## src/rtl/port_uart_tx.sv

```systemverilog
// Byte-port UART transmitter with a 4-deep FIFO.
// Toggle handshake push, sticky overflow, 8N1 serial output.
module port_uart_tx #(
    parameter int CLKS_PER_BIT = 16
) (
    input  logic       clk,
    input  logic       reset,
    input  logic [7:0] port_data,
    input  logic [7:0] port_cmd,
    output logic [7:0] status,
    output logic       tx
);

    typedef enum logic [1:0] {
        IDLE,
        START,
        DATA,
        STOP
    } state_t;

    localparam logic [9:0] LAST = 10'(CLKS_PER_BIT - 1);

    state_t     state;
    state_t     state_n;
    logic [9:0] cnt;
    logic [9:0] cnt_n;
    logic [2:0] bit_idx;
    logic [2:0] bit_n;
    logic [7:0] shift;
    logic [7:0] shift_n;
    logic       tx_q;
    logic       tx_n;

    logic [7:0] mem [4];
    logic [1:0] wr_ptr;
    logic [1:0] rd_ptr;
    logic [2:0] count;
    logic       overflow;
    logic       tack;

    logic       enable;
    logic       push;
    logic       pop;
    logic       write;
    logic       ovf_set;
    logic       bit_end;
    logic       avail;

    assign enable  = port_cmd[7];
    assign push    = port_cmd[0] != tack;
    assign bit_end = cnt == LAST;
    assign avail   = (count != 3'd0) && enable;
    assign write   = push && ((count != 3'd4) || pop);
    assign ovf_set = push && (count == 3'd4) && !pop;

    // State register
    always_ff @(posedge clk or negedge reset) begin
        if (!reset) begin
            state <= IDLE;
        end else begin
            state <= state_n;
        end
    end

    // Next-state, pop decision and next serial output
    always_comb begin
        state_n = state;
        cnt_n   = cnt + 10'd1;
        bit_n   = bit_idx;
        shift_n = shift;
        tx_n    = tx_q;
        pop     = 1'b0;
        unique case (state)
            IDLE: begin
                cnt_n = 10'd0;
                tx_n  = 1'b1;
                if (avail) begin
                    pop     = 1'b1;
                    state_n = START;
                    shift_n = mem[rd_ptr];
                    tx_n    = 1'b0;
                end
            end
            START: begin
                if (bit_end) begin
                    state_n = DATA;
                    cnt_n   = 10'd0;
                    bit_n   = 3'd0;
                    tx_n    = shift[0];
                end
            end
            DATA: begin
                if (bit_end) begin
                    cnt_n   = 10'd0;
                    shift_n = {1'b0, shift[7:1]};
                    if (bit_idx == 3'd7) begin
                        state_n = STOP;
                        tx_n    = 1'b1;
                    end else begin
                        bit_n = bit_idx + 3'd1;
                        tx_n  = shift[1];
                    end
                end
            end
            STOP: begin
                if (bit_end) begin
                    cnt_n = 10'd0;
                    if (avail) begin
                        pop     = 1'b1;
                        state_n = START;
                        shift_n = mem[rd_ptr];
                        tx_n    = 1'b0;
                    end else begin
                        state_n = IDLE;
                        tx_n    = 1'b1;
                    end
                end
            end
            default: begin
                state_n = IDLE;
                tx_n    = 1'b1;
            end
        endcase
    end

    // Bit timing, shift register and registered line output
    always_ff @(posedge clk or negedge reset) begin
        if (!reset) begin
            cnt     <= 10'd0;
            bit_idx <= 3'd0;
            shift   <= 8'd0;
            tx_q    <= 1'b1;
        end else begin
            cnt     <= cnt_n;
            bit_idx <= bit_n;
            shift   <= shift_n;
            tx_q    <= tx_n;
        end
    end

    // FIFO storage, pointers, occupancy, overflow and toggle ack
    always_ff @(posedge clk or negedge reset) begin
        if (!reset) begin
            for (int i = 0; i < 4; i++) begin
                mem[i] <= 8'd0;
            end
            wr_ptr   <= 2'd0;
            rd_ptr   <= 2'd0;
            count    <= 3'd0;
            overflow <= 1'b0;
            tack     <= 1'b0;
        end else begin
            tack <= port_cmd[0];
            if (write) begin
                mem[wr_ptr] <= port_data;
                wr_ptr      <= wr_ptr + 2'd1;
            end
            if (pop) begin
                rd_ptr <= rd_ptr + 2'd1;
            end
            if (write && !pop) begin
                count <= count + 3'd1;
            end else if (pop && !write) begin
                count <= count - 3'd1;
            end
            if (port_cmd[1]) begin
                overflow <= 1'b0;
            end else if (ovf_set) begin
                overflow <= 1'b1;
            end
        end
    end

    assign status = {tack, count, overflow,
                     count == 3'd0, count == 3'd4,
                     state != IDLE};
    assign tx     = tx_q;

endmodule

```

## config.mk

```make
export PLATFORM = sky130hd
export DESIGN_NAME = port_uart_tx
export DESIGN_NICKNAME = d
export VERILOG_FILES = /design/src/rtl/port_uart_tx.sv
export SDC_FILE = /design/constraint.sdc
export NUM_CORES = 1
export LEC_CHECK = 0
export ABC_AREA = 0
export CORE_ASPECT_RATIO = 1.4
export CORE_MARGIN = 2
export CORE_UTILIZATION = 35
export DETAILED_ROUTE_END_ITERATION = 8
export GPL_ROUTABILITY_DRIVEN = 0
export PLACE_DENSITY = 0.55
export REMOVE_ABC_BUFFERS = 1
export SYNTH_ARGS = -nofsm -noshare
export SYNTH_HDL_FRONTEND = slang
export SYNTH_SLANG_ARGS = --single-unit
```

## constraint.sdc

```tcl
create_clock -name clk -period 3.46 [get_ports clk]
set_input_delay 1.038 -clock clk [delete_from_list [all_inputs] [get_ports clk]]
set_output_delay 1.038 -clock clk [all_outputs]
set_load 0.1 [all_outputs]
```

==> results.txt <==
Post-route DRC - 0
Layout fillers - 855
Ports - 27
Num CTS Buffers - 9
Leakage - 0.00172 uW
die height - 117 um
critical path arrival - 3240 ps
largest net degree at the start of global routing - 40
final core occ - 42.5%
Hold-fix buffers, CTS - 0
Synth warnings - 0
sequential cell area - 1630 um^2
Clock Tree Buf Depth - 2
CTS clk-pin slew, worst paths - 60 ps
Clock Sinks - 65
Multi-input gate area - 1450 um^2
Slew Limit Headroom - 56.6%
via count - 2082
Setup Fix Bufs, Post-CTS - 0
Power Dens Cells - 785 nW/um^2
Slew @ Worst Pin - 651 ps
post-synthesis area per instance - 12.4 um^2
Synth top area share - 50.1%
Hold/Removal Path Class - reg -> reg
Fin Hold WS - 488 ps
cells taking the most area after synthesis - dfrtp_1 50%, a22o_1 8.5%, mux4_2 5.6%, ha_1 5.1%, nor2_1 3.2%
outcome - complete, no violations
area delta synth->final - 19.2%
routed vias/inst - 5.22
CTS tree - built
Yosys top cell by area - dfrtp_1
critical path's largest stage delay - 480 ps
crit path time final - 2980 ps
Setup Skew - 8.62 ps
H-tree levels - 3
top_reg_cell synth - dfrtp_1
final setup violation count - 0
CP Max Fanout - 2
initial antenna violation count - 0
FP Rows - 41
nets - 319
Synth Area in XOR/XNOR - 4.11%
diode count - 0
Synth Area in Simple Gates - 12.0%
crit path kind - in -> reg
Max Slew Vio Count - 0
Commonest cells post-synth - 64 x dfrtp_1, 31 x a22o_1, 27 x nor2_1, 13 x ha_1, 11 x xnor2_1
remaining antenna violation count - 0
Routed WL per cell - 16.0 um
die width - 84.8 um
Final Non-Filler Cells - 399
Post-Synthesis Cells - 259
Cells after DPL - 383
CP startpoint kind - input port
layout cells sized above 1 - 21.9%
critical path capture point type - flop
Synth cell types - 44
RSZ-0062 raised after global routing - false
top-count cell post-synth - dfrtp_1
fmax - 336 MHz
vias in the first global route - 2150
first-pass GRT wire length - 11.0 mm
worst setup margin - 480 ps
HPWL after detailed placement - 4.43 mm
post-cts resize count - 0
Core Box Area - 8980 um^2
DRT iter0 DRCs - 102
Required @ worst endpoint - 3720 ps
Worst path slowest cell - clkdlybuf4s50_1
Final Hold Fails - 0
CTS root buffer - clkbuf_16
I/O Buffers - 21
number of max-cap violations - 0
synthesized flop and latch total - 65
ys async rst share - 100%
Die Area - 9930 um^2
Pre-Repair DR Iteration Count - 4
Tot GR Track Use - 14.3%
dpl ws - 123 ps
post-synthesis sequential area ratio - 50.9%
final wirelength - 6.39 mm
GRT overflow - 0
mux contribution to synthesized area - 8.17%
Worst IR Drop VDD - 0.466 mV
Post-synth EDFFs - 0
ratio of final minimum period to clock period - 86.1%
crit path cell chain - clkdlybuf4s50_1 > o31ai_1 > o31a_1 > o21a_1 > nor2_1 > ha_1 > inv_1 > fa_1 > xor2_1 > nor2_1 > xor2_1
Compound-Gate Fraction of Synth Area - 15.4%
Cell Area, Synth - 3200 um^2
Synth Area in Adders - 5.71%
clk_lat worst skew - 330 ps
Starting Density - 35.6%
largest family of logic cells by synthesized area - compound AO/OA/AOI/OAI gates
-- through the flow --
step | TNS [ps] | instance area (um^2) | power [uW]
after floorplan | -38870 | 3120 | 1830
after global placement | 0 | 3510 | 2090
after detailed placement | 0 | 3510 | 2100
after CTS | 0 | 3810 | 3020
after global routing | 0 | 3810 | 3150
final | 0 | 3810 | 2990
-- area by class of cell --
class                      count  share of cell area [%]
sequential                    65                    42.7
clock buffer                   9                    5.91
inverter                       9                   0.886
clock inverter                 7                    2.00
timing repair buffer          30                    6.89
multi-input combinational    172                    38.1
tap                          107                    3.51
-- layout by cell type (no fill, tap or decap), types with 3 or more instances in the layout --
cell             instances
clkdlybuf4s50_1         11
dfrtp_1                 64
mux2i_1                  7
o21ai_0                  8
nor3_1                   3
nor2_1                  27
and3_4                   7
nand3_1                  4
nand2_1                  8
buf_4                   17
xor2_1                   4
and3_2                   4
clkbuf_16                9
a21oi_1                 10
inv_1                    9
xnor2_1                 11
ha_1                    13
a22o_1                  31
mux4_2                   8
-- sequential cells by signal, summed over array words and instances (netlist names) --
| name | flops |
|---|---|
| state | 2 |
| bit_idx | 3 |
| mem | 32 |
| tack | 1 |
| shift | 8 |
| cnt | 10 |
| tx | 1 |
| count | 3 |
| rd_ptr | 2 |
| overflow | 1 |
| wr_ptr | 2 |
-- metal layers --
layer  GRT usage, %  vias up  share of wire [%]
li1               -      997                  -
met1           18.7     1052                 47
met3           3.02       10                2.0
met4           6.88        0                2.0
met5              0        -                  0
met2           23.0       23                 49
-- worst max-delay path: cells and delay by family --
family                   cells  cell delay [ps]
AND/OR/NAND/NOR              2              260
buffers and inverters        2              540
adder cells (fa/ha/maj)      2              570
XOR/XNOR                     2              300
AO/OA/AOI/OAI                3              540
-- final timing paths --
kind | from | end | slack, ps | cells past startpoint
max in group asynchronous | reset | tx | 2030 | 2
worst min-delay path | cnt[0] | cnt[0] | 490 | 1
worst min register to register | cnt[0] | cnt[0] | 490 | 1
min in group asynchronous | reset | count[1] | 730 | 1
worst max-delay path | port_cmd[7] | count[2] | 480 | 11
worst max register to register | cnt[7] | count[2] | 540 | 10
-- cells by family after synthesis --
logic type	after synthesis
buf+inv	22
xor+xnor	15
flops	65
simple gates	65
mux	16
fa+ha+maj	14
compound gates	62
-- where the power goes --
part | leakage (uW) | switching [uW] | internal [uW]
Combinational | 0.000756 | 569 | 405
Clock | 0.000142 | 350 | 562
Sequential | 0.000825 | 138 | 969
Note: power is estimated with default switching activity, not from simulation.
